`src/rtl/booth_r8_stream_encoder_pkg.sv`:
```
// rtl/booth_r8_stream_encoder_pkg.sv - shared types and sizing helpers for the radix-8 Booth stream encoder
package booth_r8_pkg;

  typedef struct packed {
    logic single;
    logic double;
    logic triple;
    logic quad;
    logic neg;
  } booth_digit_t;

  typedef enum logic {IDLE, EMIT} state_t;

  function automatic int groups_of(input int width);
    return (width + 3) / 3;
  endfunction

  function automatic int beats_of(input int width, input int lanes);
    return (groups_of(width) + lanes - 1) / lanes;
  endfunction

endpackage

```
`src/rtl/booth_r8_stream_encoder_if.sv`:
```
// rtl/booth_r8_stream_encoder_if.sv - operand input and digit-stream output handshake bundle
interface booth_r8_stream_encoder_if #(
  parameter int WIDTH = 8,
  parameter int LANES = 1
);
  localparam int BEATS = booth_r8_pkg::beats_of(WIDTH, LANES);
  localparam int BW    = $clog2(BEATS) + 1;

  logic             in_valid;
  logic             in_ready;
  logic [WIDTH-1:0] in_mx;
  logic             in_signed;
  logic             out_valid;
  logic             out_ready;
  logic [LANES-1:0] out_single;
  logic [LANES-1:0] out_double;
  logic [LANES-1:0] out_triple;
  logic [LANES-1:0] out_quad;
  logic [LANES-1:0] out_neg;
  logic [BW-1:0]    out_beat;
  logic             out_last;

  modport master (
    output in_valid, in_mx, in_signed, out_ready,
    input  in_ready, out_valid, out_single, out_double, out_triple,
           out_quad, out_neg, out_beat, out_last
  );

  modport slave (
    input  in_valid, in_mx, in_signed, out_ready,
    output in_ready, out_valid, out_single, out_double, out_triple,
           out_quad, out_neg, out_beat, out_last
  );
endinterface

```
`src/rtl/booth_r8_stream_encoder_digit_enc.sv`:
```
// rtl/booth_r8_stream_encoder_digit_enc.sv - 4-bit Booth window to one-hot magnitude plus sign
module booth_r8_digit_enc
  import booth_r8_pkg::*;
(
  input  logic [3:0]   w,
  output booth_digit_t d
);
  logic a, b, c;

  assign a = w[0] ^ w[1];
  assign b = w[1] ^ w[2];
  assign c = w[2] ^ w[3];

  // window 1111 leaves every magnitude bit clear but keeps neg set
  assign d.single = a & ~c;
  assign d.double = b & ~a;
  assign d.triple = a & c;
  assign d.quad   = c & ~a & ~b;
  assign d.neg    = w[3];
endmodule

```
`src/rtl/booth_r8_stream_encoder.sv`:
```
// rtl/booth_r8_stream_encoder.sv - handshaked radix-8 Booth recoder streaming LANES digit groups per beat
module booth_r8_stream_encoder
  import booth_r8_pkg::*;
#(
  parameter int WIDTH = 8,
  parameter int LANES = 1
) (
  input  logic                     clk,
  input  logic                     rst_n,
  booth_r8_stream_encoder_if.slave s
);
  localparam int GROUPS = groups_of(WIDTH);
  localparam int BEATS  = beats_of(WIDTH, LANES);
  localparam int BW     = $clog2(BEATS) + 1;
  // extended operand plus the implicit zero below bit 0
  localparam int RW     = 3 * GROUPS + 2;
  localparam int EXTW   = RW - 1 - WIDTH;
  localparam logic [BW-1:0] LAST_BEAT = BW'(BEATS - 1);

  state_t        state, state_n;
  logic [BW-1:0] beat, beat_n;
  logic [RW-1:0] opnd, opnd_n, load_val;
  logic          ext, last;

  assign ext      = s.in_signed & s.in_mx[WIDTH-1];
  assign load_val = {{EXTW{ext}}, s.in_mx, 1'b0};
  assign last     = (state == EMIT) && (beat == LAST_BEAT);

  assign s.out_valid = (state == EMIT);
  assign s.out_last  = last;
  assign s.out_beat  = beat;
  assign s.in_ready  = (state == IDLE) | (last & s.out_ready);

  always_ff @(posedge clk or negedge rst_n) begin
    if (!rst_n) begin
      state <= IDLE;
      beat  <= '0;
      opnd  <= '0;
    end else begin
      state <= state_n;
      beat  <= beat_n;
      opnd  <= opnd_n;
    end
  end

  always_comb begin
    state_n = state;
    beat_n  = beat;
    opnd_n  = opnd;
    case (state)
      IDLE: begin
        if (s.in_valid) begin
          state_n = EMIT;
          beat_n  = '0;
          opnd_n  = load_val;
        end
      end
      EMIT: begin
        if (s.out_ready) begin
          if (!last) begin
            beat_n = beat + BW'(1);
            opnd_n = opnd >> (3 * LANES);
          end else if (s.in_valid) begin
            beat_n = '0;
            opnd_n = load_val;
          end else begin
            state_n = IDLE;
            beat_n  = '0;
          end
        end
      end
      default: begin
        state_n = IDLE;
        beat_n  = '0;
      end
    endcase
  end

  for (genvar k = 0; k < LANES; k++) begin : g_lane
    booth_digit_t d;
    logic         pad;

    booth_r8_digit_enc u_enc (
      .w (opnd[3*k+3 -: 4]),
      .d (d)
    );

    // lanes past the last group on the final beat are forced silent
    assign pad = (32'(beat) * LANES + k) >= GROUPS;

    assign s.out_single[k] = d.single & ~pad;
    assign s.out_double[k] = d.double & ~pad;
    assign s.out_triple[k] = d.triple & ~pad;
    assign s.out_quad[k]   = d.quad   & ~pad;
    assign s.out_neg[k]    = d.neg    & ~pad;
  end
endmodule

```
`src/flat_wrapper.sv`:
```
// flat-port wrapper written by rule: the top's interface ports become plain ports
module booth_r8_stream_encoder_flat import booth_r8_pkg::*;
#(
  parameter int WIDTH = 8,
  parameter int LANES = 1
)
  (clk, rst_n, s_in_valid, s_in_mx, s_in_signed, s_out_ready, s_in_ready, s_out_valid, s_out_single, s_out_double, s_out_triple, s_out_quad, s_out_neg, s_out_beat, s_out_last);
  booth_r8_stream_encoder_if #(.WIDTH(WIDTH), .LANES(LANES)) s_i ();
  input  logic clk;
  input  logic rst_n;
  input wire logic [$bits(s_i.in_valid)-1:0] s_in_valid;
  input wire logic [$bits(s_i.in_mx)-1:0] s_in_mx;
  input wire logic [$bits(s_i.in_signed)-1:0] s_in_signed;
  input wire logic [$bits(s_i.out_ready)-1:0] s_out_ready;
  output wire logic [$bits(s_i.in_ready)-1:0] s_in_ready;
  output wire logic [$bits(s_i.out_valid)-1:0] s_out_valid;
  output wire logic [$bits(s_i.out_single)-1:0] s_out_single;
  output wire logic [$bits(s_i.out_double)-1:0] s_out_double;
  output wire logic [$bits(s_i.out_triple)-1:0] s_out_triple;
  output wire logic [$bits(s_i.out_quad)-1:0] s_out_quad;
  output wire logic [$bits(s_i.out_neg)-1:0] s_out_neg;
  output wire logic [$bits(s_i.out_beat)-1:0] s_out_beat;
  output wire logic [$bits(s_i.out_last)-1:0] s_out_last;
  assign s_i.in_valid = s_in_valid;
  assign s_i.in_mx = s_in_mx;
  assign s_i.in_signed = s_in_signed;
  assign s_i.out_ready = s_out_ready;
  assign s_in_ready = s_i.in_ready;
  assign s_out_valid = s_i.out_valid;
  assign s_out_single = s_i.out_single;
  assign s_out_double = s_i.out_double;
  assign s_out_triple = s_i.out_triple;
  assign s_out_quad = s_i.out_quad;
  assign s_out_neg = s_i.out_neg;
  assign s_out_beat = s_i.out_beat;
  assign s_out_last = s_i.out_last;
  booth_r8_stream_encoder #(.WIDTH(WIDTH), .LANES(LANES)) u_core (.clk(clk), .rst_n(rst_n), .s(s_i));
endmodule
```
`config.mk`:
```
export PLATFORM = sky130hd
export DESIGN_NAME = booth_r8_stream_encoder_flat
export DESIGN_NICKNAME = d
export VERILOG_FILES = /design/src/rtl/booth_r8_stream_encoder_pkg.sv /design/src/rtl/booth_r8_stream_encoder_if.sv /design/src/rtl/booth_r8_stream_encoder_digit_enc.sv /design/src/rtl/booth_r8_stream_encoder.sv /design/src/flat_wrapper.sv
export SDC_FILE = /design/constraint.sdc
export NUM_CORES = 1
export LEC_CHECK = 0
export CELL_PAD_IN_SITES_DETAIL_PLACEMENT = 0
export CELL_PAD_IN_SITES_GLOBAL_PLACEMENT = 2
export CORE_AREA = 2 2 88 48
export DETAILED_ROUTE_END_ITERATION = 16
export DIE_AREA = 0 0 90 50
export PLACE_DENSITY = 0.76
export SYNTH_ARGS = -nofsm -noshare
export SYNTH_HDL_FRONTEND = slang
export SYNTH_HIERARCHICAL = 1
export SYNTH_SLANG_ARGS = --single-unit
```
`constraint.sdc`:
```
create_clock -name clk -period 1.6 [get_ports clk]
set_input_delay 0.48 -clock clk [delete_from_list [all_inputs] [get_ports clk]]
set_output_delay 0.48 -clock clk [all_outputs]
set_load 0.02 [all_outputs]
```
---- Yosys cells after proc, flatten, opt, wreduce, memory -nomap -nowiden ----
Cells that the tools add are included.
storage, ports and cells
  memories ................................ 0
  ROM bits ................................ 0
  input port bits ......................... 13
  register bits ........................... 15
  RAM bits ................................ 0
  bits in latches ......................... 0
cells by class
  add/subtract/negate cells ............... 1
  reduce and logical (&&, ||, !) cells .... 2
  shift operators ......................... 0
  multiplexer cells ....................... 12
  multipliers ............................. 0
  divide/modulo/power cells ............... 0
  $lt $le $gt $ge ......................... 1
  bitwise gates (word level) .............. 21
  equality and inequality tests ........... 3
operators with widths
  kind                                                               number
  2-to-1 mux 11 bit                                                  3
  one-hot mux 11 bit (2 select lines)                                1
  bitwise AND 1 bit                                                  12
  2-to-1 mux 3 bit                                                   3
  one-hot mux 3 bit (2 select lines)                                 1
  inverter 1 bit                                                     5
  != test 2 bit, second input constant                               2
  adder 3 x 1 -> 3 bit, second input constant                        1
  equality test 3 x 2 -> 1 bit, second input constant                1
  greater-or-equal comparator 3 x 2 -> 1 bit, second input constant  1
  2-to-1 mux 1 bit                                                   3
  XOR 1 bit                                                          3
  one-hot mux 1 bit (2 select lines)                                 1
  AND reduction 2 bit                                                1
  logical AND 1 bit                                                  1
  OR 1 bit                                                           1

---- Longest topological paths before layout ----
Gate-level depths: netlist of the first run.
  depth after elaboration ................. 5
  depth in mapped cells ................... 7

---- Hierarchy ----
Netlist of the first run, hierarchy kept.
modules (own cells, without submodules)
  module                   sequential area each (µm²)  area an instance (µm²)  instances  cells each
  booth_r8_stream_encoder  375.4                       820.8                   1          82
  booth_r8_digit_enc       0.0                         75.1                    1          11

---- Worst setup path after synthesis of the first run ----
Ideal clock, no wire load.
  path kind ............................... reg-to-output
  start ................................... register u_core.beat[0] (netlist: u_core/s.out_beat[0])
  end ..................................... output port s_out_double
  arrival ................................. 1.449 ns
  path slack .............................. -0.329 ns
  stages on the path, launching flop included .. 5
  path buffers ............................ 0
  cells stage by stage .................... dfrtp_1 -> ha_1 -> ha_1 -> a211oi_1 -> and2_1
between the ends
  cells in the longest elaborated chain, start to end .. 3
RTL lines
  what                                        RTL line                       RTL
  start, declared                             booth_r8_stream_encoder.sv:21  logic [BW-1:0] beat, beat_n;
  start signal, assigned                      booth_r8_stream_encoder.sv:41  beat <= beat_n;
  greater-or-equal comparator 3 x 2 -> 1 bit  booth_r8_stream_encoder.sv:89  assign pad = (32'(beat) * LANES + k) >= GROUPS;
  inverter 1 bit                              booth_r8_stream_encoder.sv:92  assign s.out_double[k] = d.double & ~pad;
  bitwise AND 1 bit                           booth_r8_stream_encoder.sv:92
  end, declared                               flat_wrapper.sv:18             output wire logic [$bits(s_i.out_double)-1:0] s_out_double;
No other way between the ends.

---- Final worst setup path of the first run ----
  start ................................... register u_core.beat[1] (netlist: u_core/s.out_beat[1])
  end ..................................... output port s_out_double
Same word-level chain as after synthesis.

==> out/metrics.cfg, run 1 <==
[run_status]
status=finished, violations left
violations=setup timing

[timing]
finalMaxSlewViolations=0
final_hold_viol_count=0
tightestPinTransition_ns=0.342
setup-violations-final=18
skew_ns=0.00122
rsz0062_at_grt=yes
final.setup.worst_slack_ns=-0.424
period_share_pct=126
post-route-min-period_ns=2.02
fmax_mhz=494
slew_headroom_pct=76.9

[placement]
place_hpwl_um=1890
portBuffers=23
placed_cells=195
place_congestion=0.775

[critical_path]
startpoint=u_core/s.out_beat[1]
cp_slowest_cell=dfrtp_2
path_cells=ha_4, ha_4, a211oi_4, buf_6, and2_4, buf_6
start_kind=flip-flop
r2r_setup_slack_ns=-0.20
arrival_ns=1.54
worstSetupEndpointType=primary output
cp-endpoint=s_out_double
crit_buf_inv=2
critical_path.max_stage_delay_ns=0.42
cp.required_ns=1.12
rr_worst_depth=7
critPathTopFamily=flip-flops
r2r_end=u_core/opnd[7]
r2r_start=u_core/s.out_beat[0]
crit_cells=6
crit_type=flip-flop to primary output
cp_max_fo=4

[synth]
avgSynthCellArea_um2=9.63
synthTopCellsByArea=dfrtp_1 42%, ha_1 4.2%, nand3_1 3.9%
synth_nets=109
synth_cell_types=36
synth.most_common_cell=dfrtp_1
synth_seq_cells=15
netlist_instances=93
synth_common_cells=15 x dfrtp_1, 7 x nand3_1, 7 x o21ai_0
synth-main-ff-cell=dfrtp_1
synth_top_area_share_pct=41.9
yosys.area.top_type=dfrtp_1
async_reset_ff_share_pct=100
syn_area_um2=896
synth_edf_count=0
yosysSeqAreaShare_pct=41.9
ys_warn_count=6

[power]
worst_ir_drop_vdd_uv=506
p_total_mw=2.74
powerDensity_nw_per_um2=1680
leakage_nw=0.741

[detailed_routing]
drtIter0Drc=39
viasPerCell=4.45
drtPass1Iterations=4
wl_per_cell_um=12.2
routed_wl_um=2460
drc_errors=0
vias=894
ant_nets=0

[clock_tree]
cts_inserted_buffers=3
clockBufferDepth=2
path_clk_slew_ns=0.06
clock_latency_ns=0.24
cts_sinks=15
htree_num_levels=1
cts_hold_buf=0
root_buffer=clkbuf_8
cts_tree=yes

[grt]
grt_pass1_vias=877
grt_max_degree=16
grt_usage_pct=11.7
grt_overflow=0
grt_antenna_before_repair=0
grt_pass1_wl_um=4150

[die]
die_w_um=90
die-area_um2=4500
core-area_um2=3720
num_rows=16
ios=24
start_util_pct=24.1
die_y_um=50

[layout]
area_delta_synth_final_pct=82.5
layout.nets=164
final_cells=201
drive_gt1_share_pct=49.0
diodes=0
fin_util_pct=43.9
seq_area_um2=378
multiInputGateArea_um2=627
fillers=379

[worst_hold_path]
holdCritPathClass=flip-flop to flip-flop

[flow_run]
drv_cap=0

## through the flow
| step | hold WS [ns] | TNS, ns | setup slack (ns) | cell area (um2) |
|---|---|---|---|---|
| 3_5_place_dp | 0.466 | -7.85 | -0.679 | 1460 |
| 4_1_cts | 0.480 | -4.37 | -0.497 | 1600 |
| 3_3_place_gp | 0.470 | -7.49 | -0.658 | 1460 |
| 2_1_floorplan | 0.184 | -1.25 | -0.174 | 967 |
| 5_1_grt | 0.510 | -5.17 | -0.502 | 1640 |
| 6_report | 0.478 | -4.05 | -0.424 | 1640 |
## power breakdown
group	leakage (nW)	total, mW	internal, mW	switching (mW)
clock	0.0228	0.302	0.176	0.126
sequential	0.179	0.635	0.525	0.111
combinational	0.539	1.81	1.01	0.799
total	0.741	2.74	1.71	1.04
## routing by layer
layer | vias to the layer above | wire (um) | part of all wire (%) | global-route usage [%]
met3 | 0 | 128 | 5.2 | 4.28
li1 | 445 | - | - | -
met1 | 426 | 1280 | 52 | 16.9
met5 | - | 0 | 0 | 0
met4 | 0 | 0 | 0 | 0
met2 | 23 | 1040 | 42 | 17.8
## logic make-up (layout without fill, tap and decap cells)
group / Yosys count / after routing / share of synthesized area [%]
buffers and inverters: 10 / 64 / 5.87
xor gates and xnor gates: 2 / 2 / 1.96
muxes: 2 / 2 / 2.37
DFF: 15 / 15 / 41.9
AOI/OAI and AO/OA: 31 / 31 / 23.2
adders and majority gates: 3 / 3 / 4.19
and+or+nand+nor: 30 / 30 / 20.5
## area by class of cell
type	instances	share of cell area (%)
clock buffers	4	2.75
inverters	5	1.30
multi-input cells	68	38.3
flip-flops and latches	15	23.1
well taps	54	4.13
repair buffers	55	30.4
## how the worst min path moves through the flow
stage	startpoint	to	slack [ns]	cells past startpoint
finish	u_core/opnd[9]	u_core/opnd[9]	0.48	1
global route	u_core/opnd[10]	u_core/opnd[10]	0.51	1
CTS	u_core/opnd[9]	u_core/opnd[9]	0.48	1
detailed placement	u_core/opnd[9]	u_core/opnd[9]	0.47	1
global placement	u_core/opnd[10]	u_core/opnd[10]	0.47	1
floorplan	rst_n	u_core/opnd[0]	0.18	0
## state kept, by name (all words and copies together), names as in the netlist
name / flops
u_core/s.out_beat: 3
u_core/opnd: 11
u_core/s.out_valid: 1
## placed cells by master, fill, tap and decap left out, types with 3 or more instances in the layout
cell,Yosys,layout
clkbuf_8,0,3
dfrtp_1,15,13
nand3_1,7,6
ha_4,0,3
and2_4,1,6
inv_1,5,4
buf_6,1,10
nor2b_1,3,3
a21oi_1,5,3
buf_4,1,28
o21ai_0,7,7
clkdlybuf4s50_1,0,11
## what timing repair did
action,in CTS,in global routing
setup endpoints to repair,23,23
setup buffers,2,0
pin swaps,5,1
hold endpoints to repair,0,0
cloned,0,0
gates resized for setup,63,11
## worst reg2reg max path, cell delays in order (launching register included)
cell,delay [ns]
dfrtp_2,0.42
buf_4,0.16
inv_4,0.06
ha_4,0.15
buf_4,0.11
or3b_4,0.38
and2_4,0.17
o221a_1,0.24
No activity file was read; power rests on OpenSTA's default activity.
==> run 2, diff against run 1 <==
--- a/config.mk
+++ b/config.mk
@@ -10,7 +10,9 @@
 export CORE_AREA = 2 2 88 48
 export DETAILED_ROUTE_END_ITERATION = 16
 export DIE_AREA = 0 0 90 50
-export PLACE_DENSITY = 0.76
+export PLACE_DENSITY = 0.77
+export SETUP_SLACK_MARGIN = 0.15
+export SLEW_MARGIN = 30
 export SYNTH_ARGS = -nofsm -noshare
 export SYNTH_HDL_FRONTEND = slang
 export SYNTH_HIERARCHICAL = 1
==> run 2 against run 1 <==
Net effect:
- maximum frequency is 1.5% lower
- largest power group unchanged
- the flow still finishes with violations (setup timing)
- combinational power up 3%
- critical path depth unchanged
- design area increased by 1.3%
- clock power is 2% higher
- global-route usage increased by 1.1 points
- utilization grew 0.57 points
==> out/metrics.cfg, run 2 (synthesis results as in run 1) <==
[placement]
placed_cells=196
place_congestion=0.752
place_hpwl_um=2000
dp_slack_ns=-0.682
portBuffers=23
placed_cell_area_um2=1460

[timing]
final.setup.worst_slack_ns=-0.455
period_share_pct=128
slew_headroom_pct=77.7
post-route-min-period_ns=2.06
fmax_mhz=487
setup-violations-final=18
tightestPinTransition_ns=0.331
finalMaxSlewViolations=0
final_hold_viol_count=0
skew_ns=0.00126
rsz0062_at_grt=yes

[clock_tree]
path_clk_slew_ns=0.06
root_buffer=clkbuf_8
cts_hold_buf=0
cts_sinks=15
htree_num_levels=1
cts_tree=yes
cts_inserted_buffers=3
clockBufferDepth=2
clock_latency_ns=0.25

[grt]
grt_pass1_vias=895
grt_max_degree=16
grt_pass1_wl_um=4410
grt_antenna_before_repair=0
grt_usage_pct=12.8
grt_overflow=0

[detailed_routing]
wl_per_cell_um=13.1
routed_wl_um=2690
viasPerCell=4.42
vias=910
drtIter0Drc=12
drtPass1Iterations=4
drc_errors=0
ant_nets=0

[run_status]
violations=setup timing
status=finished, violations left

[power]
p_comb_share_pct=66.6
leakage_nw=0.758
worst_ir_drop_vdd_uv=430
share_seq_of_total_power_pct=22.5
power.share.clock_pct=11.0
internal_power_mw=1.77
powerDensity_nw_per_um2=1700
p_sw_mw=1.05
p_sw_share_pct=37.2

[die]
start_util_pct=24.1
core-area_um2=3720
num_rows=16
ios=24
die_w_um=90
die-area_um2=4500
die_y_um=50

[layout]
fin_util_pct=44.5
layout_common_cells=34 x buf_4, 14 x buf_6, 12 x dfrtp_1
layout_commonest_cell=buf_4
fillers=381
largest_register_ffs=11
area_delta_synth_final_pct=84.9
stdcell_area_um2=1660
seq_area_um2=379
layout.nets=169
multiInputGateArea_um2=614
drive_gt1_share_pct=51.3
regMostFlops=u_core/opnd
diodes=0
final_cells=206

[worst_hold_path]
holdCritPathClass=flip-flop to flip-flop
hp-start=u_core/opnd[9]

[critical_path]
start_kind=flip-flop
cp_max_fo=3
arrival_ns=1.58
worstSetupEndpointType=primary output
cp.required_ns=1.12
startpoint=u_core/s.out_beat[0]
r2r_start=u_core/s.out_beat[0]
crit_type=flip-flop to primary output

[flow_run]
drv_cap=0

## run 2: changes by cell type in the layout (fill, tap and decap cells not counted), sizes merged
cell           change
buf                +9
dlygate4sd2        +1
clkbuf             -2
dlymetal6s2s       -1
clkdlybuf4s15      -2
## run 2: per-layer routing
metal | track usage (%) | vias to the layer above | part of all wire (%)
met5 | 0 | - | 0
met2 | 20.7 | 21 | 45
met4 | 1.54 | 0 | 0
met3 | 4.43 | 0 | 5.1
met1 | 17.1 | 427 | 49
li1 | - | 462 | -
## run 2: power by group through the flow
stage	registers [mW]	logic [mW]	clock network, mW
6_report	0.632	1.87	0.309
5_1_grt	0.651	2.03	0.346
4_1_cts	0.631	1.84	0.318
3_5_place_dp	0.628	1.60	0
3_3_place_gp	0.619	1.57	0
2_1_floorplan	0.724	0.782	0
## run 2: area by class of cell
class                   instances  area share, %
repair buffers                 60           32.1
flip-flops and latches         15           22.9
inverters                       5           1.13
clock buffers                   4           2.72
well taps                      54           4.08
multi-input cells              68           37.1
## run 2: through the flow
stage | setup TNS, ns | power (mW) | hold slack, ns
floorplan | -1.25 | 1.51 | 0.184
global placement | -7.58 | 2.19 | 0.473
detailed placement | -8.22 | 2.22 | 0.476
CTS | -5.62 | 2.79 | 0.491
global route | -6.43 | 3.02 | 0.517
finish | -5.31 | 2.81 | 0.494
## run 2: timing repair
item | 4_1_cts | 5_1_grt
setup buffers | 6 | 0
hold endpoints to repair | 0 | 0
pin swaps | 8 | 1
endpoints found under the setup margin | 24 | 24
gates resized for setup | 79 | 5
## run 2: path summary, 6_finish.rpt
kind | slack, ns | cells after the start | to
setup reg to reg | -0.28 | 8 | u_core/opnd[7]
hold / removal | 0.49 | 1 | u_core/opnd[9]
min in group asynchronous | 0.55 | 2 | u_core/opnd[10]
setup / recovery | -0.46 | 6 | s_out_quad
max in group asynchronous | 0.86 | 2 | u_core/s.out_beat[0]
hold reg to reg | 0.49 | 1 | u_core/opnd[9]
## run 2: worst max-delay path, cell delays in order, from the launching register on
cell and delay, ns:
dfrtp_2 0.42, ha_4 0.17, ha_4 0.15, a211oi_4 0.19, buf_4 0.15, and2_4 0.13
buf_6 0.10
